### src/rtl/ysyx_23060191_ifu_fetch.sv
// ysyx_23060191_ifu_fetch: multicycle instruction fetch, one instruction in flight, handing words to decode
module ysyx_23060191_ifu_fetch #(
    parameter int CPU_WIDTH = 32,
    parameter logic [CPU_WIDTH-1:0] RESET_PC = 32'h8000_0000
) (
    input  logic                 clk,
    input  logic                 rst_n,
    output logic                 imem_req_valid,
    input  logic                 imem_req_ready,
    output logic [CPU_WIDTH-1:0] imem_req_addr,
    input  logic                 imem_resp_valid,
    input  logic [CPU_WIDTH-1:0] imem_resp_data,
    input  logic                 imem_resp_err,
    output logic                 inst_valid,
    input  logic                 inst_ready,
    output logic [CPU_WIDTH-1:0] inst,
    output logic [CPU_WIDTH-1:0] inst_pc,
    input  logic                 npc_valid,
    input  logic [CPU_WIDTH-1:0] npc,
    output logic                 fetch_err,
    output logic [CPU_WIDTH-1:0] fetch_cnt
);
    typedef enum logic [2:0] {RESET_WAIT, REQ, RESP, DELIVER, NEXT, ERR} state_t;
    state_t state, state_nxt;
    logic [CPU_WIDTH-1:0] pc;
    always_comb begin
        state_nxt = state;
        case (state)
            RESET_WAIT: state_nxt = REQ;
            REQ:        state_nxt = imem_req_ready ? RESP : REQ;
            RESP:       state_nxt = imem_resp_valid ? (imem_resp_err ? ERR : DELIVER) : RESP;
            DELIVER:    state_nxt = inst_ready ? NEXT : DELIVER;
            NEXT:       state_nxt = npc_valid ? ((npc[1:0] != 2'b00) ? ERR : REQ) : NEXT;
            default:    state_nxt = ERR;
        endcase
    end
    always_ff @(posedge clk) begin
        if (!rst_n) begin
            state     <= RESET_WAIT;
            pc        <= RESET_PC;
            inst      <= '0;
            inst_pc   <= '0;
            fetch_cnt <= '0;
        end else begin
            state <= state_nxt;
            if (state == RESP && imem_resp_valid && !imem_resp_err) begin
                inst    <= imem_resp_data;
                inst_pc <= pc;
            end
            if (state == DELIVER && inst_ready)
                fetch_cnt <= fetch_cnt + CPU_WIDTH'(1);
            // a misaligned redirect goes to ERR and leaves pc untouched
            if (state == NEXT && npc_valid && npc[1:0] == 2'b00)
                pc <= npc;
        end
    end
    assign imem_req_valid = (state == REQ);
    assign imem_req_addr  = pc;
    assign inst_valid     = (state == DELIVER);
    assign fetch_err      = (state == ERR);
endmodule

### config.mk
export PLATFORM = sky130hd
export DESIGN_NAME = ysyx_23060191_ifu_fetch
export DESIGN_NICKNAME = d
export VERILOG_FILES = /design/src/rtl/ysyx_23060191_ifu_fetch.sv
export SDC_FILE = /design/constraint.sdc
export NUM_CORES = 1
export LEC_CHECK = 0
export ABC_AREA = 1
export CAP_MARGIN = 15
export CORE_MARGIN = 2
export CORE_UTILIZATION = 44
export CTS_CLUSTER_DIAMETER = 100
export DETAILED_ROUTE_END_ITERATION = 8
export GPL_ROUTABILITY_DRIVEN = 1
export HOLD_SLACK_MARGIN = 0.05
export PLACE_DENSITY = 0.89
export SLEW_MARGIN = 10
export SYNTH_ARGS = -nofsm -noshare
export SYNTH_HDL_FRONTEND = slang
export SYNTH_SLANG_ARGS = --single-unit
### constraint.sdc
create_clock -name clk -period 1.94 [get_ports clk]
set_input_delay 0.582 -clock clk [delete_from_list [all_inputs] [get_ports clk]]
set_output_delay 0.582 -clock clk [all_outputs]
set_load 0.1 [all_outputs]
==> out/summary.txt, run 1 <==
===============================================================================
Required @ worst endpoint                                               1.36 ns
Number of buffers inserted by port buffering                                201
Clock tree from TritonCTS                                                   yes
Overall overflow remaining after global route                                 0
Max Cap Violations                                                            0
Highest Clock Rate                                                    529.4 MHz
Startpoint of the worst setup timing path                              state[2]
Iteration-0 DRC Markers                                                     569
Number of fill cells                                                        618
Clock network fraction of design power                                    0.459
Vertical die dimension                                                 114.1 µm
Worst rel slew slack                                                     0.6754
Flop and latch count out of synthesis                                       131
Stages on worst setup path                                                    3
Post-synthesis instance area                                           5338 µm²
Maximum VDD drop                                                       446.1 µV
Cell with the biggest individual delay on the critical path             dfxtp_2
Clock network latency to the later pin of the worst-skew pair           0.41 ns
Vias                                                                       6068
CTS clk-pin slew, worst paths                                           0.06 ns
Startpoint Class                                                      flip-flop
Transition time at the pin with the least slew margin                 0.4832 ns
Placeable Area                                                        11910 µm²
Clock sink count                                                            131
Nets in the synthesized netlist                                             814
DIE WIDTH                                                              114.1 µm
Gate power share                                                          0.131
Final-layout worst hold slack                                         0.4815 ns
Final HPWL from detailed placement                                     13.83 mm
Syn Inst Count                                                              742
Critical path fanouts, max                                                    5
Launch instance of the worst register-to-register path                 state[2]
CP Class                                                           flip-flop to output port
Pwr Total                                                              6.829 mW
Number of distinct library cells after synthesis                             29
Area post-placement                                                    8951 µm²
Effective utilization at floorplan                                       0.4481
Mean routed wirelength per cell                                        18.12 µm
Cell Int Power                                                         5.002 mW
Mean area per synthesized cell                                        7.194 µm²
CTS Buffer Depth                                                              2
Utilization after layout                                                 0.8018
Maximum number of pins on one net before global-route repair                 72
Yosys top cell area share                                                0.4913
Pwr dens                                                           715.0 nW/µm²
GPL Wtd Cong                                                             0.9923
Die Footprint                                                         13030 µm²
Crit path time final                                                   1.889 ns
Leak Pwr                                                               3.646 nW
End of the critical path                                              fetch_err
Part of the Yosys area used for sequential elements                      0.4913
Crit path buf inv count                                                       2
Dominant cells by area after synthesis                             dfxtp_1 49%, nor2_1 9.0%, inv_1 7.7%, a21oi_1 7.1%, o21ai_0 6.9%
Initial antenna violation count                                               1
# H-tree levels                                                               4
Number of pins with negative max-slew slack in the final report               0
Ports placed on the boundary                                                202
Final non-filler cell total                                                1113
Class of the tightest hold or removal check                        flip-flop to flip-flop
Outcome                                                            complete, no violations
Ratio of cells with drive above 1 in the final layout                    0.2261
Synth area leader                                                       dfxtp_1
Cell Rows                                                                    40
Worst slack at placement                                             -0.2751 ns
Switching power                                                        1.827 mW
Fin Setup TNS                                                              0 ns
Placed cell count                                                          1079
Sequential share of power                                                 0.410
Crit-path max cell delay                                                0.41 ns
Final Hold Viols                                                              0
Number of design rule violations left after detail routing                    0
Via count normalized by instance count                                    5.452
GR Util All Layers                                                       0.3097
Growth of design area from synthesis to finish                           78.93%
Detailed-routing iteration count for the pre-antenna-repair pass              5
RSZ-0062 raised after global routing                                        yes
Synthesis Warnings                                                            0
Net count reported at finish                                               1023
Kind of end point of the critical path                              output port
Root buffer cell                                                      clkbuf_16
Cell count of the worst reg-to-reg path                                       8
Final non-filler cell area                                             9550 µm²
Endpoints failing setup                                                       0
Share of the cycle needed by the critical path after routing             0.9736
Reg2Reg Capture Point                                                  inst[19]
Final wirelength                                                       20.17 mm
Worst R2R Setup Slack                                                   0.13 ns
Signal arrival time at the worst endpoint                               1.31 ns
First-pass GRT wire length                                             31.31 mm
Post-route worst setup slack                                         0.05112 ns
Switching Fraction                                                       0.2675
Residual antenna-violating net count after detailed routing                   0
Worst Skew                                                           0.01072 ns
Critical path, cell by cell                                        inv_2 -> nor3_4 -> buf_12
Number of buffers inserted during clock tree synthesis                       17
Top Family by Delay on Critical Path                                 flip-flops
Via count of the first global-routing pass                                 5948
===============================================================================
## power groups by stage
stage / registers (mW) / clock network, mW / logic, mW
after floorplan: 3.10 / 0 / 0.206
after global placement: 2.85 / 0 / 0.851
after detailed placement: 2.85 / 0 / 0.877
after CTS: 2.80 / 3.15 / 0.892
after global routing: 2.80 / 3.30 / 0.931
final: 2.80 / 3.13 / 0.897
## cell usage after synthesis
master and count:
o21ai_0 74, o21a_1 2, nand2_1 91, buf_6 3
nor2_2 1, and3_1 2, clkbuf_1 15, o21bai_1 2
dfxtp_1 131, or2_1 1, buf_1 1, and2_1 1
xor2_1 2, inv_1 109, a31oi_1 3, nor2_1 128
a21oi_1 76, o21ai_1 26, nor3_2 2, clkbuf_2 5
nor3_1 10, clkinv_1 1, nand3_1 25, buf_2 10
nand4_1 17, inv_2 1, ha_1 1, o211ai_1 1
nor3b_1 1
## state kept, by name, indices dropped and copies added (netlist names)
register	flops
fetch_cnt	32
imem_req_addr	32
inst	32
inst_pc	32
state	3
## final cells by class
cell class | count | area (µm²) | area share
clock buffer | 21 | 480.5 | 0.05031
tap | 147 | 183.9 | 0.01926
multi-input combinational | 466 | 2156 | 0.2257
inverter | 111 | 416.7 | 0.04363
clock inverter | 11 | 102.6 | 0.01074
sequential | 131 | 2653 | 0.2777
antenna | 2 | 5.005 | 0.0005240
timing repair buffer | 224 | 3553 | 0.3721
## timing repair
action,CTS,global route
resized for setup,3,3
endpoints found under the setup margin,2,3
pin swaps,0,0
buffers inserted,0,0
hold buffers,0,0
## layer usage
layer | global-route usage | vias to the layer above | routed length, µm
met2 | 0.5440 | 387 | 10160
met5 | 0 | - | 0
met1 | 0.3398 | 2801 | 7083
li1 | - | 2804 | -
met4 | 0.1488 | 0 | 876
met3 | 0.09582 | 76 | 2053
## worst min path at each step
stage | start | end | slack, ns | cells after the start
CTS | inst_pc[29] | inst_pc[29] | 0.48 | 2
global placement | inst[15] | inst[15] | 0.47 | 2
floorplan | state[2] | state[2] | 0.59 | 2
finish | inst_pc[29] | inst_pc[29] | 0.48 | 2
detailed placement | inst[1] | inst[1] | 0.47 | 2
global route | inst_pc[29] | inst_pc[29] | 0.50 | 2
## kinds of logic (layout without fill, tap and decap cells)
kind of cell	Yosys count	in the layout	synth area share
AOI/OAI and AO/OA	184	184	0.1756
xor gates and xnor gates	2	2	0.003282
adders and majority gates	1	1	0.002344
buffers and inverters	145	367	0.1097
DFF	131	131	0.4913
other	0	2	0
and+or+nand+nor	279	279	0.2178
## cells in the final DEF (no fill, tap or decap), types with 17 or more instances in the layout
cell,n
buf_12,136
nor2_1,125
inv_1,109
dfxtp_1,109
nand2_1,91
a21oi_1,76
o21ai_0,74
clkdlybuf4s50_1,69
o21ai_1,26
nand3_1,25
dfxtp_2,21
buf_4,18
nand4_1,17
clkbuf_16,17
## tightest hold or removal path, delay by kind of cell, from the launching register on
kind | cells | cell delay [ns]
AO/OA/AOI/OAI | 1 | 0.05
flip-flops | 1 | 0.33
buffers and inverters | 1 | 0.06
Note: power is estimated with default switching activity, not from simulation.
==> inputs of run 2 (changes only) <==
REMOVE_ABC_BUFFERS = 1   (was default)
==> run 2 against run 1 <==
- flip-flop and latch count did not move
- combinational power barely moved
- non-clock buffer count increased by 8
- total power shrank 1.1%
- fmax is 0.32% lower
- clock power down 2%
- count of clock-buffer cells in the layout fell by 2
- wire length fell by 5.7%
- worst hold slack got worse by 0.00081 ns
- register-to-register slack better by 0.05 ns
- via count decreased by 2.1%
- cell count up 0.36%
- critical path type unchanged
==> out/summary.txt, run 2 (synthesis gave the netlist of run 1 again) <==
===============================================================================
Pwr Total                                                              6.753 mW   was 6.829 mW
Highest Clock Rate                                                    527.7 MHz   was 529.4 MHz
Via count normalized by instance count                                    5.319   was 5.452
Number of buffers inserted during clock tree synthesis                       17   unchanged
Clock sink count                                                            131   unchanged
Vertical die dimension                                                 114.1 µm   unchanged
GPL Wtd Cong                                                             0.9117   was 0.9923
Iteration-0 DRC Markers                                                     440   was 569
Clock tree from TritonCTS                                                   yes   unchanged
Final wirelength                                                       19.01 mm   was 20.17 mm
Most common cell after layout, fill and taps aside                       buf_12   unchanged
CTS clk-pin slew, worst paths                                           0.06 ns   about the same
Mean routed wirelength per cell                                        17.02 µm   was 18.12 µm
Residual antenna-violating net count after detailed routing                   0   unchanged
Crit path time final                                                   1.895 ns   was 1.889 ns
Leak Pwr                                                               3.682 nW   was 3.646 nW
# H-tree levels                                                               4   unchanged
Cell Rows                                                                    40   unchanged
Area of combinational cells with multiple inputs                       2163 µm²   was 2156 µm²
Ratio of cells with drive above 1 in the final layout                    0.2134   was 0.2261
DIE WIDTH                                                              114.1 µm   unchanged
Cell count of the worst reg-to-reg path                                       8   unchanged
Growth of design area from synthesis to finish                           78.97%   was 78.93%
Required @ worst endpoint                                               1.36 ns   about the same
Worst Skew                                                          0.004969 ns   was 0.01072 ns
RSZ-0062 raised after global routing                                        yes   unchanged
Pwr dens                                                           706.9 nW/µm²   was 715.0 nW/µm²
Number of fill cells                                                        698   was 618
Via count of the first global-routing pass                                 6005   was 5948
Transition time at the pin with the least slew margin                 0.4834 ns   was 0.4832 ns
Area post-placement                                                    8934 µm²   was 8951 µm²
Maximum number of pins on one net before global-route repair                 88   was 72
Max Cap Violations                                                            0   unchanged
Overall overflow remaining after global route                                 0   unchanged
Final non-filler cell area                                             9553 µm²   was 9550 µm²
Initial antenna violation count                                               0   was 1
CP Class                                                           flip-flop to output port   unchanged
Class of the tightest hold or removal check                        flip-flop to flip-flop   unchanged
Kind of end point of the critical path                              output port   unchanged
Outcome                                                            complete, no violations   unchanged
Effective utilization at floorplan                                       0.4481   unchanged
Root buffer cell                                                      clkbuf_16   unchanged
Signal arrival time at the worst endpoint                               1.31 ns   about the same
GR Util All Layers                                                       0.2960   was 0.3097
Die Footprint                                                         13030 µm²   unchanged
Net count reported at finish                                               1031   was 1023
Count of cells along the worst hold path                                      2   unchanged
Ports placed on the boundary                                                202   unchanged
Final HPWL from detailed placement                                     13.18 mm   was 13.83 mm
CTS Buffer Depth                                                              2   unchanged
Worst rel slew slack                                                     0.6757   was 0.6754
Placeable Area                                                        11910 µm²   unchanged
Detailed-routing iteration count for the pre-antenna-repair pass              5   unchanged
First-pass GRT wire length                                             30.02 mm   was 31.31 mm
Number of buffers inserted by port buffering                                201   unchanged
Final Hold Viols                                                              0   unchanged
Startpoint Class                                                      flip-flop   unchanged
Ant diodes                                                                    0   was 2
Total of hold buffers inserted after clock tree synthesis                     0   unchanged
Endpoints failing setup                                                       0   unchanged
Clock network latency to the later pin of the worst-skew pair           0.41 ns   about the same
Critical path fanouts, max                                                    5   unchanged
Share of the cycle needed by the critical path after routing             0.9768   was 0.9736
Number of design rule violations left after detail routing                    0   unchanged
Vias                                                                       5941   was 6068
Number of pins with negative max-slew slack in the final report               0   unchanged
Sequential cell area                                                   2631 µm²   was 2653 µm²
Most frequent cells in the layout                                  135 x buf_12, 128 x dfxtp_1, 123 x nor2_1   was 136 x buf_12, 125 x nor2_1, 109 x inv_1, 109 x dfxtp_1, 91 x nand2_1
Maximum VDD drop                                                       723.6 µV   was 446.1 µV
===============================================================================
==> run 2: cell types whose count changed in the layout (fill, tap and decap cells not counted), sizes merged <==
cell      previous run  this run
buf                155       163
bufinv               1         2
clkbuf              21        19
clkinv               4         8
clkinvlp             6         2
diode                2         0
inv                111       110
==> run 2: path summary, 6_finish.rpt <==
check	slack, ns	endpoint	start
worst min register to register	0.48	inst_pc[1]	inst_pc[1]
worst max register to register	0.18	inst_pc[11]	state[2]
worst max-delay path	0.05	fetch_err	state[2]
worst min-delay path	0.48	inst_pc[1]	inst_pc[1]
==> run 2: per-stage QoR <==
stage	hold WS (ns)	util	worst slack, ns	instances	setup TNS (ns)
final	0.4807	0.8020	0.04509	1117	0
after global routing	0.5029	0.8020	-0.02041	1117	-0.05137
after CTS	0.4824	0.7980	0.0004937	1114	0
after detailed placement	0.4741	0.7500	-0.4182	1084	-10.54
after global placement	0.4674	0.7500	-0.1766	1084	-3.496
after floorplan	0.5556	-	-1.159	708	-78.59
==> run 2: area by class of cell <==
type,instances,share of cell area
Sequential cell,131,0.2754
Multi-Input combinational cell,466,0.2265
Clock buffer,19,0.04637
Clock inverter,11,0.01192
Inverter,111,0.04361
Tap cell,147,0.01925
Timing Repair Buffer,232,0.3769
==> run 2: what timing repair did <==
action                     in CTS  in global routing
pin swaps                       1                  0
buffers inserted                0                  3
hold endpoints to repair        0                  0
gates resized for setup         5                  9
setup endpoints to repair       3                 15
==> run 2: routing by layer <==
layer	vias up	wire, µm	GRT usage
met2	290	10150	0.5421
met4	0	752	0.1366
li1	2814	-	-
met1	2771	6523	0.3036
met3	66	1587	0.09952
met5	-	0	0
==> run 2: power by group <==
group,internal [mW],switching [mW]
Sequential,2.74,0.0596
Combinational,0.368,0.527
Clock,1.89,1.17
==> run 2: worst max-delay path, cell delays in order, from the launching register on <==
cell,delay (ns)
dfxtp_2,0.39
inv_2,0.08
nor3_4,0.22
buf_12,0.20
==> inputs of run 3 (changes only) <==
ABC_CLOCK_PERIOD_IN_PS = 1940   (was default)
==> results of run 3 <==
Same layout as run 2: the final DEF is identical, and so are final timing and power.
